**config.mk**
```make
export PLATFORM = sky130hd
export DESIGN_NAME = dds_freq_meter
export DESIGN_NICKNAME = d
export VERILOG_FILES = /design/src/rtl/dds_pkg.sv /design/src/rtl/schmitt_edge.sv /design/src/rtl/dds_freq_meter.sv
export SDC_FILE = /design/constraint.sdc
export NUM_CORES = 1
export LEC_CHECK = 0
export CORE_ASPECT_RATIO = 1.4
export CORE_UTILIZATION = 50
export CTS_CLUSTER_SIZE = 10
export DETAILED_ROUTE_END_ITERATION = 12
export PLACE_DENSITY = 0.69
export SLEW_MARGIN = 5
export SYNTH_ARGS = -nofsm -noshare
export SYNTH_HDL_FRONTEND = slang
export SYNTH_SLANG_ARGS = --single-unit
```
**constraint.sdc**
```tcl
create_clock -name clk -period 12.9 [get_ports clk]
set_clock_uncertainty 0.05 [all_clocks]
set_input_delay 3.87 -clock clk [delete_from_list [all_inputs] [get_ports clk]]
set_output_delay 3.87 -clock clk [all_outputs]
set_load 0.005 [all_outputs]
```
**src/rtl/dds_pkg.sv**
```systemverilog
// Shared constants and state encoding for the DDS control and measurement paths.
// The MHz/kHz/Hz field split is common to the DDS frequency inputs and the
// frequency meter result, so the divisors live here once.
package dds_pkg;

    // Decimal weights of the MHz and kHz fields when expressed in Hz.
    localparam int unsigned ONE_M = 1_000_000;
    localparam int unsigned ONE_K = 1_000;

    // Measurement sequencer states.
    typedef enum logic [2:0] {
        IDLE   = 3'd0,
        GATE   = 3'd1,
        CONV_M = 3'd2,
        CONV_K = 3'd3,
        DONE   = 3'd4
    } meter_state_t;

endpackage

```
**src/rtl/schmitt_edge.sv**
```systemverilog
// Hysteresis comparator around midscale for an offset-binary sample stream,
// plus a single-cycle pulse on each low-to-high transition of the tracked level.
// The pulse is combinational so that a crossing presented on a given cycle is
// visible to the consumer at the same clock edge that updates the level.
module schmitt_edge #(
    parameter int unsigned DATA_WIDTH_ROM = 8,
    parameter int unsigned HYST           = 8
) (
    input  logic                      clk,
    input  logic                      rst,
    input  logic [DATA_WIDTH_ROM-1:0] sample_in,
    input  logic                      sample_vld,
    output logic                      lvl,
    output logic                      rise
);

    localparam int unsigned MID = 1 << (DATA_WIDTH_ROM - 1);
    // One extra bit so MID+HYST never wraps for the comparison.
    localparam logic [DATA_WIDTH_ROM:0] HI_TH = (DATA_WIDTH_ROM + 1)'(MID + HYST);
    localparam logic [DATA_WIDTH_ROM:0] LO_TH = (DATA_WIDTH_ROM + 1)'(MID - HYST);

    logic                    lvl_reg;
    logic [DATA_WIDTH_ROM:0] sample_ext;
    logic                    set_hit;
    logic                    clr_hit;

    // Threshold decisions, only meaningful on valid samples.
    always_comb begin
        sample_ext = {1'b0, sample_in};
        set_hit    = sample_vld && (sample_ext >= HI_TH);
        clr_hit    = sample_vld && (sample_ext <= LO_TH);
    end

    // Level tracker: set above the upper threshold, clear below the lower, hold between.
    always_ff @(posedge clk or posedge rst) begin
        if (rst) begin
            lvl_reg <= 1'b0;
        end else if (set_hit) begin
            lvl_reg <= 1'b1;
        end else if (clr_hit) begin
            lvl_reg <= 1'b0;
        end
    end

    assign lvl  = lvl_reg;
    assign rise = set_hit && !lvl_reg;

endmodule

```
**src/rtl/dds_freq_meter.sv**
```systemverilog
// Frequency meter for the DDS sample stream: counts rising midscale crossings
// over a fixed gate, then splits the count into MHz/kHz/Hz fields by repeated
// subtraction so the result can be compared directly with the programmed
// fre_x/fre_y/fre_z inputs of the generator.
module dds_freq_meter
    import dds_pkg::*;
#(
    parameter int unsigned DATA_WIDTH_ROM = 8,
    parameter int unsigned FRE_WIDTH      = 10,
    parameter int unsigned HYST           = 8,
    parameter int unsigned GATE_CYCLES    = 50_000_000,
    parameter int unsigned CNT_MAX        = 999_999_999
) (
    input  logic                      clk,
    input  logic                      rst,
    input  logic [DATA_WIDTH_ROM-1:0] sample_in,
    input  logic                      sample_vld,
    input  logic                      start,
    output logic                      busy,
    output logic                      done,
    output logic [FRE_WIDTH-1:0]      fre_x,
    output logic [FRE_WIDTH-1:0]      fre_y,
    output logic [FRE_WIDTH-1:0]      fre_z,
    output logic                      overflow
);

    localparam int unsigned      GATE_W    = $clog2(GATE_CYCLES + 1);
    localparam logic [GATE_W-1:0] GATE_LAST = GATE_W'(GATE_CYCLES - 1);
    localparam logic [29:0]       CNT_LIMIT = 30'(CNT_MAX);
    localparam logic [29:0]       STEP_M    = 30'(ONE_M);
    localparam logic [29:0]       STEP_K    = 30'(ONE_K);

    meter_state_t          state_reg, state_next;
    logic [29:0]           cnt_reg, cnt_next;
    logic [GATE_W-1:0]     gate_reg, gate_next;
    logic [29:0]           rem_reg, rem_next;
    logic [9:0]            x_reg, x_next;
    logic [9:0]            y_reg, y_next;
    logic                  sticky_reg, sticky_next;
    logic [FRE_WIDTH-1:0]  fre_x_reg, fre_x_next;
    logic [FRE_WIDTH-1:0]  fre_y_reg, fre_y_next;
    logic [FRE_WIDTH-1:0]  fre_z_reg, fre_z_next;
    logic                  ovf_reg, ovf_next;
    logic                  done_reg, done_next;

    logic                  lvl;
    logic                  rise;
    logic [29:0]           cnt_bumped;
    logic                  sat_hit;

    // Crossing detector runs in every state so the level is settled before the gate opens.
    schmitt_edge #(
        .DATA_WIDTH_ROM (DATA_WIDTH_ROM),
        .HYST           (HYST)
    ) u_schmitt (
        .clk        (clk),
        .rst        (rst),
        .sample_in  (sample_in),
        .sample_vld (sample_vld),
        .lvl        (lvl),
        .rise       (rise)
    );

    // Saturating increment of the crossing count for the current cycle's edge.
    always_comb begin
        cnt_bumped = cnt_reg;
        sat_hit    = 1'b0;
        if (rise) begin
            if (cnt_reg >= CNT_LIMIT) begin
                sat_hit = 1'b1;
            end else begin
                cnt_bumped = cnt_reg + 30'd1;
            end
        end
    end

    // Sequencer next-state and datapath updates.
    always_comb begin
        state_next  = state_reg;
        cnt_next    = cnt_reg;
        gate_next   = gate_reg;
        rem_next    = rem_reg;
        x_next      = x_reg;
        y_next      = y_reg;
        sticky_next = sticky_reg;
        fre_x_next  = fre_x_reg;
        fre_y_next  = fre_y_reg;
        fre_z_next  = fre_z_reg;
        ovf_next    = ovf_reg;
        done_next   = 1'b0;

        unique case (state_reg)
            IDLE: begin
                if (start) begin
                    state_next  = GATE;
                    cnt_next    = '0;
                    gate_next   = '0;
                    sticky_next = 1'b0;
                    x_next      = '0;
                    y_next      = '0;
                end
            end
            GATE: begin
                cnt_next    = cnt_bumped;
                sticky_next = sticky_reg | sat_hit;
                gate_next   = gate_reg + GATE_W'(1);
                // The last gate cycle's crossing is folded straight into rem.
                if (gate_reg == GATE_LAST) begin
                    state_next = CONV_M;
                    rem_next   = cnt_bumped;
                end
            end
            CONV_M: begin
                if (rem_reg >= STEP_M) begin
                    rem_next = rem_reg - STEP_M;
                    x_next   = x_reg + 10'd1;
                end else begin
                    state_next = CONV_K;
                end
            end
            CONV_K: begin
                if (rem_reg >= STEP_K) begin
                    rem_next = rem_reg - STEP_K;
                    y_next   = y_reg + 10'd1;
                end else begin
                    // Results are published on the edge that enters DONE.
                    state_next = DONE;
                    fre_x_next = FRE_WIDTH'(x_reg);
                    fre_y_next = FRE_WIDTH'(y_reg);
                    fre_z_next = FRE_WIDTH'(rem_reg);
                    ovf_next   = sticky_reg;
                    done_next  = 1'b1;
                end
            end
            DONE: begin
                state_next = IDLE;
            end
            default: begin
                state_next = IDLE;
            end
        endcase
    end

    // State and datapath registers; reset aborts any measurement in flight.
    always_ff @(posedge clk or posedge rst) begin
        if (rst) begin
            state_reg  <= IDLE;
            cnt_reg    <= '0;
            gate_reg   <= '0;
            rem_reg    <= '0;
            x_reg      <= '0;
            y_reg      <= '0;
            sticky_reg <= 1'b0;
            fre_x_reg  <= '0;
            fre_y_reg  <= '0;
            fre_z_reg  <= '0;
            ovf_reg    <= 1'b0;
            done_reg   <= 1'b0;
        end else begin
            state_reg  <= state_next;
            cnt_reg    <= cnt_next;
            gate_reg   <= gate_next;
            rem_reg    <= rem_next;
            x_reg      <= x_next;
            y_reg      <= y_next;
            sticky_reg <= sticky_next;
            fre_x_reg  <= fre_x_next;
            fre_y_reg  <= fre_y_next;
            fre_z_reg  <= fre_z_next;
            ovf_reg    <= ovf_next;
            done_reg   <= done_next;
        end
    end

    assign busy     = (state_reg != IDLE);
    assign done     = done_reg;
    assign fre_x    = fre_x_reg;
    assign fre_y    = fre_y_reg;
    assign fre_z    = fre_z_reg;
    assign overflow = ovf_reg;

endmodule
```
==> results by group, run 1 <==
Timing
  • RSZ-0062 raised after global routing: no
  • Max Fclk: 164 MHz
  • Final Hold Viols: 0
  • Min Clock Period, post-route: 6.09 ns
  • Worst slew margin: 29.8%
  • Part of the cycle the worst path needs: 47.2%
  • Total negative setup slack: 0 ns
  • Final setup vio count: 0
  • Fin Hold WS: ~0.43 ns
  • Worst Max-Slew Pin Slew: 1.05 ns
  • Final worst setup slack: 6.81 ns
  • Slew Viols, Final: 0

CTS
  • Clock sinks: around 140
  • TritonCTS clock tree: yes
  • Root cell of the clock tree: clkbuf_16
  • Number of buffers created by CTS: 17
  • Postcts setup bufs: 0
  • Post_cts resized: 0
  • Htree depth: 4
  • CTS Buffer Depth: 2
  • Cts hold-fix bufs: 0
  • Clk Latency, worst-skew pair: 0.43 ns
  • Clock transition at path regs: 0.06 ns

GRT
  • Largest net degree at the start of global routing: 82
  • Initial antenna violation count: 0
  • GR Util All Layers: about a quarter
  • First-pass GRT wire length: 32900 um
  • Total gr overflow: 0
  • Vias in the first global route: 6519

Floorplanning
  • Die area: roughly 0.017 sq mm
  • Die W: roughly 110 um
  • IO Pins: 45
  • Row count: 54
  • Core footprint: 0.0156 sq mm
  • Initial Util: 51.4%
  • Die span in y: 152 um

Synth
  • Most area-consuming cells after synthesis: dfrtp_1 (45%), o21ai_0 (5.4%), mux2_2 (4.5%), nand2_1 (3.9%), nand3_1 (3.1%)
  • Sequential-to-total area share from yosys stat: 44.6%
  • Flops & latches, synth: about 140
  • Synthesized cell area: ~0.008 sq mm
  • Post-synth top area cell: dfrtp_1
  • Ys flop type: dfrtp_1
  • Number of enable flip-flop cells after synthesis: 0
  • Synth Instances: a little under 900
  • Synth unique cells: 74
  • Synth cell count leaders: dfrtp_1 (143), o21ai_0 (87), nand2_1 (84), nand3_1 (50), nor2_1 (50)
  • Top cell type's share of synthesized area: about 45%
  • Synthesis Warnings: 0
  • Count leader, synth: dfrtp_1
  • Post-synth ARST share: 100%
  • Syn Nets: 887
  • Synthesized area per cell: 9.25 sq um

Run
  • Maxcap violations: 0

Worst setup path
  • Worst setup SP type: input pin
  • Worst endpoint required time: 13.19 ns
  • Crit-path cells: clkdlybuf4s50_1 > or4_1 > nand4b_1 > a2111oi_2 > and3_1 > xor2_1 > nand2_1 > o211ai_1
  • Critical path class: in2reg
  • Top Family by Delay on Critical Path: compound AO/OA/AOI/OAI gates
  • Crit end category: register
  • Top fanout value on the critical path: 7
  • Crit path max-delay cell type: a2111oi_2
  • Buf/Inv on CP: 1
  • Arrival @ worst endpoint: 6.38 ns
  • Worst path max stage delay: around 0.86 ns

Pwr
  • Leak: 3.66 nW
  • Pwr dens: 107 mW/mm^2
  • Pint: 739 uW
  • Worst VDD drop: between 0.00008 and 0.00009 V
  • Sw frac: about 24%
  • Clock share of power: 49.3%
  • Logic pwr share: under 10%
  • Overall power: 977 uW
  • Sequential power share: 47.5%
  • P_sw: 238 uW

Status
  • Status: complete, no violations

Drt
  • DR iter-0 viols: 555
  • Routed vias/inst: 6.23
  • First-pass DRT Iterations: 5
  • Via Count: 6821
  • WL/cell: 18.1 um
  • Post-route antenna net violation count: 0
  • Routed Wire Length: slightly below 20000 um
  • DRC viols: 0

Layout
  • Total Nets Final: 905
  • Share of cells above drive strength 1: 10.7%
  • Diode count: 0
  • Area Overhead vs Synth: 13.9%
  • Filler cells: 1350

Worst hold path
  • Worst hold path class: reg2reg

Place
  • Port buffer count: 44
  • DP HPWL: 13700 um
  • Pre-CTS setup slack: around 6.4 ns
  • Routability cong.: 0.892
==> layer usage <==
layer,vias up,global-route usage [%],wire (um)
met1,3339,32.4,8460
li1,3236,-,-
met2,208,40.3,9710
met3,38,5.02,997
met5,-,0,0
met4,0,11.0,582
==> power groups by stage <==
stage               logic, mW  registers (mW)  clock network [mW]
finish                 0.0314           0.464               0.482
global route           0.0358           0.465               0.511
CTS                    0.0321           0.463               0.490
detailed placement     0.0321           0.472                   0
global placement       0.0302           0.471                   0
floorplan              0.0215           0.470                   0
==> final timing paths <==
path / start / end / slack, ns / depth (start not counted)
min in group asynchronous: rst / fre_y[0] / 3.91 / 2
max in group asynchronous: rst / cnt_reg[18] / 7.56 / 3
setup reg to reg: rem_reg[20] / rem_reg[18] / 8.79 / 7
setup / recovery: sample_in[5] / rem_reg[27] / 6.81 / 8
hold / removal: sticky_reg / sticky_reg / 0.43 / 1
hold reg to reg: sticky_reg / sticky_reg / 0.43 / 1
==> final cells by class <==
class / instances / area [sq um] / area share (%)
Timing Repair Buffer: 51 / 493 / 5.40
Clock inverter: 15 / 150 / 1.64
Inverter: 18 / 72.6 / 0.795
Tap cell: 196 / 245 / 2.69
Multi-Input combinational cell: 654 / 4170 / 45.6
Sequential cell: 143 / 3580 / 39.2
Clock buffer: 17 / 425 / 4.66
==> cell usage in the layout (no fill, tap or decap), types with 5 or more instances in the layout <==
cell,n
a211oi_1,9
a21oi_1,37
a31oi_1,17
and2_1,14
and3_1,16
and4_1,5
buf_4,7
clkbuf_16,17
clkdlybuf4s50_1,44
dfrtp_1,143
ha_1,8
inv_1,16
inv_6,6
mux2_2,32
mux2i_1,13
nand2_1,84
nand3_1,50
nand4_1,21
nor2_1,50
nor3_1,20
nor4_1,10
o211ai_1,18
o21ai_0,87
o22ai_1,7
o31ai_1,27
or2_2,5
or4_1,6
xnor2_1,16
xor2_1,27
==> worst register-to-register path, delay by kind of cell (launching register included) <==
family	cells	cell delay, ns
and+or+nand+nor	4	2.38
DFF	1	0.45
AOI/OAI and AO/OA	3	1.12
==> stage by stage <==
stage	std cells	utilization (%)	cell area [sq um]
6_report	1094	58.5	9130
5_1_grt	1094	58.5	9130
4_1_cts	1094	58.5	9130
3_5_place_dp	1062	54.8	8560
3_3_place_gp	1062	54.8	8560
2_1_floorplan	867	-	8020
==> kinds of logic after synthesis <==
kind of cell,share of synthesized area [%]
compound gates,19.4
xor+xnor,4.70
fa+ha+maj,1.25
buf+inv,3.57
flops,44.6
mux,6.12
simple gates,20.3
No activity file was read; power rests on OpenSTA's default activity.
==> run 2, diff against run 1 <==
clock period = 5.7 ns   (was 12.9 ns; I/O delays follow)
==> results by group, run 2 (synthesized netlist as in run 1, its figures left out) <==
Status
  • Status: complete, no violations

Timing
  • Part of the cycle the worst path needs: 72.5%
  • Worst slew margin: 30.9% (+1.1 points)
  • Slew Viols, Final: 0 (unchanged)
  • Worst Max-Slew Pin Slew: 1.04 ns (-0.0170 ns)
  • Final setup vio count: 0 (unchanged)
  • Total negative setup slack: 0 ns (unchanged)
  • RSZ-0062 raised after global routing: no
  • Max Fclk: 242 MHz
  • Min Clock Period, post-route: 4.13 ns
  • Final Hold Viols: 0 (unchanged)
  • Fin Hold WS: 0.439 ns (+0.0120 ns)
  • Final worst setup slack: 1.57 ns (-5.24 ns)

Pwr
  • Overall power: 2.20 mW (+120%)
  • Worst VDD drop: 0.000190 V (+130%)
  • Logic pwr share: 3.2% (about the same)
  • Pwr dens: 240 mW/mm^2 (+120%)
  • Leak: 3.66 nW (-0.15%)
  • Pint: 1.64 mW (+120%)
  • P_sw: 561 uW (+140%)
  • Sequential power share: 47.7% (+0.2 points)
  • Sw frac: 25.5% (+1.2 points)
  • Clock share of power: 49.0% (-0.3 points)

Worst hold path
  • Worst hold path class: reg2reg

Drt
  • Post-route antenna net violation count: 0 (unchanged)
  • First-pass DRT Iterations: 6 (+1)
  • Via Count: 6860 (+0.57%)
  • Routed Wire Length: 20000 um (+1.4%)
  • Routed vias/inst: 6.26 (+0.39%)
  • DR iter-0 viols: 397 (-28%)
  • WL/cell: 18.3 um (+1.2%)
  • DRC viols: 0 (unchanged)

Worst setup path
  • Top fanout value on the critical path: 29 (+22)
  • Arrival @ worst endpoint: 4.41 ns (-1.97 ns)
  • Crit end category: register
  • Critical path class: reg2reg
  • Worst endpoint required time: 5.97 ns (-7.22 ns)
  • Worst setup SP type: register

GRT
  • Total gr overflow: 0 (unchanged)
  • Gr busiest metal: met2
  • Vias in the first global route: 6566 (+0.72%)
  • Initial antenna violation count: 0 (unchanged)
  • GR Util All Layers: 25.5% (+0.37 points)
  • Global-route met2 utilization: 41.7% (+1.5 points)
  • Largest net degree at the start of global routing: 104 (+27%)
  • First-pass GRT wire length: 33100 um (+0.88%)
  • Met1 Resource Use GR: 32.8% (+0.47 points)
  • Met3 usage: 4.68% (-0.34 points)

Floorplanning
  • Die W: 109 um (unchanged)
  • Die span in y: 152 um (unchanged)
  • Die area: 0.0166 sq mm (unchanged)
  • Row count: 54 (unchanged)
  • Initial Util: 51.4% (unchanged)
  • IO Pins: 45 (unchanged)
  • Core footprint: 0.0156 sq mm (unchanged)

CTS
  • Cts hold-fix bufs: 0 (unchanged)
  • Post_cts resized: 0 (unchanged)
  • Clock transition at path regs: 0.07 ns (about the same)
  • Clock sinks: 143 (unchanged)
  • Clk Latency, worst-skew pair: 0.43 ns (about the same)
  • TritonCTS clock tree: yes
  • Root cell of the clock tree: clkbuf_16
  • Postcts setup bufs: 0 (unchanged)
  • Number of buffers created by CTS: 17 (unchanged)
  • Htree depth: 4 (unchanged)
  • CTS Buffer Depth: 2 (unchanged)

Place
  • Pre-CTS setup slack: 1.26 ns (-5.16 ns)
  • DP HPWL: 13900 um (+1.5%)
  • Port buffer count: 44 (unchanged)
  • Routability cong.: 0.900 (+0.85%)

Layout
  • Commonest non-fill, non-tap cells in the layout: dfrtp_1 (143), o21ai_0 (87), nand2_1 (84)
  • Share of cells above drive strength 1: 10.9% (+0.20 points)
  • Area Overhead vs Synth: 14.0%
  • Commonest non-fill, non-tap cell in the layout: dfrtp_1
  • Total Nets Final: 907 (+0.22%)
  • Diode count: 0 (unchanged)

Run
  • Maxcap violations: 0 (unchanged)
-- run 2: changes by cell type in the layout (fill, tap and decap cells not counted) --
cell,before,now
buf_4,7,9
bufinv_16,1,0
clkinv_2,2,0
clkinv_4,2,1
clkinv_8,0,1
clkinvlp_4,2,5
inv_6,6,4
inv_8,3,5
-- run 2: worst paths after layout --
path	from	to	slack (ns)	cells after the start
max	rem_reg[20]	rem_reg[16]	1.57	7
min	gate_reg[25]	gate_reg[25]	0.44	1
max reg2reg	rem_reg[20]	rem_reg[16]	1.57	7
min reg2reg	gate_reg[25]	gate_reg[25]	0.44	1
max in group asynchronous	rst	gate_reg[24]	2.90	3
min in group asynchronous	rst	y_reg[0]	1.79	2
-- run 2: per-layer routing --
metal / part of all wire, % / routed length, um
met1: 42 / 8450
met2: 50 / 10100
met3: 4.8 / 954
met4: 2.6 / 526
met5: 0 / 0
-- run 2: power by group through the flow --
stage / Combinational (mW) / Sequential (mW) / Clock, mW
after global routing: 0.0827 / 1.05 / 1.14
after global placement: 0.0691 / 1.07 / 0
after detailed placement: 0.0734 / 1.07 / 0
after CTS: 0.0736 / 1.05 / 1.09
final: 0.0714 / 1.05 / 1.08
after floorplan: 0.0487 / 1.06 / 0
-- run 2: cell type report --
type                    count  area [sq um]
fillers                  1338          6460
multi-input cells         654          4170
flip-flops and latches    143          3580
repair buffers             53           508
clock buffers              17           425
well taps                 196           245
clock inverters            15           145
inverters                  18          72.6
-- run 2: critical path: stages (launching register included) --
cell      delay (ns)
dfrtp_1         0.46
nor4_1          0.64
nand4_1         0.56
o311ai_4        0.74
nand2_1         0.27
nor2_2          0.85
nor2_1          0.15
a211oi_1        0.29
-- run 2: metrics by stage --
step                      std cells  area [sq um]  util [%]
after global routing           1096          9140      58.6
after detailed placement       1064          8570      54.9
final                          1096          9140      58.6
after global placement         1064          8570      54.9
after CTS                      1096          9140      58.6
after floorplan                 867          8020         -
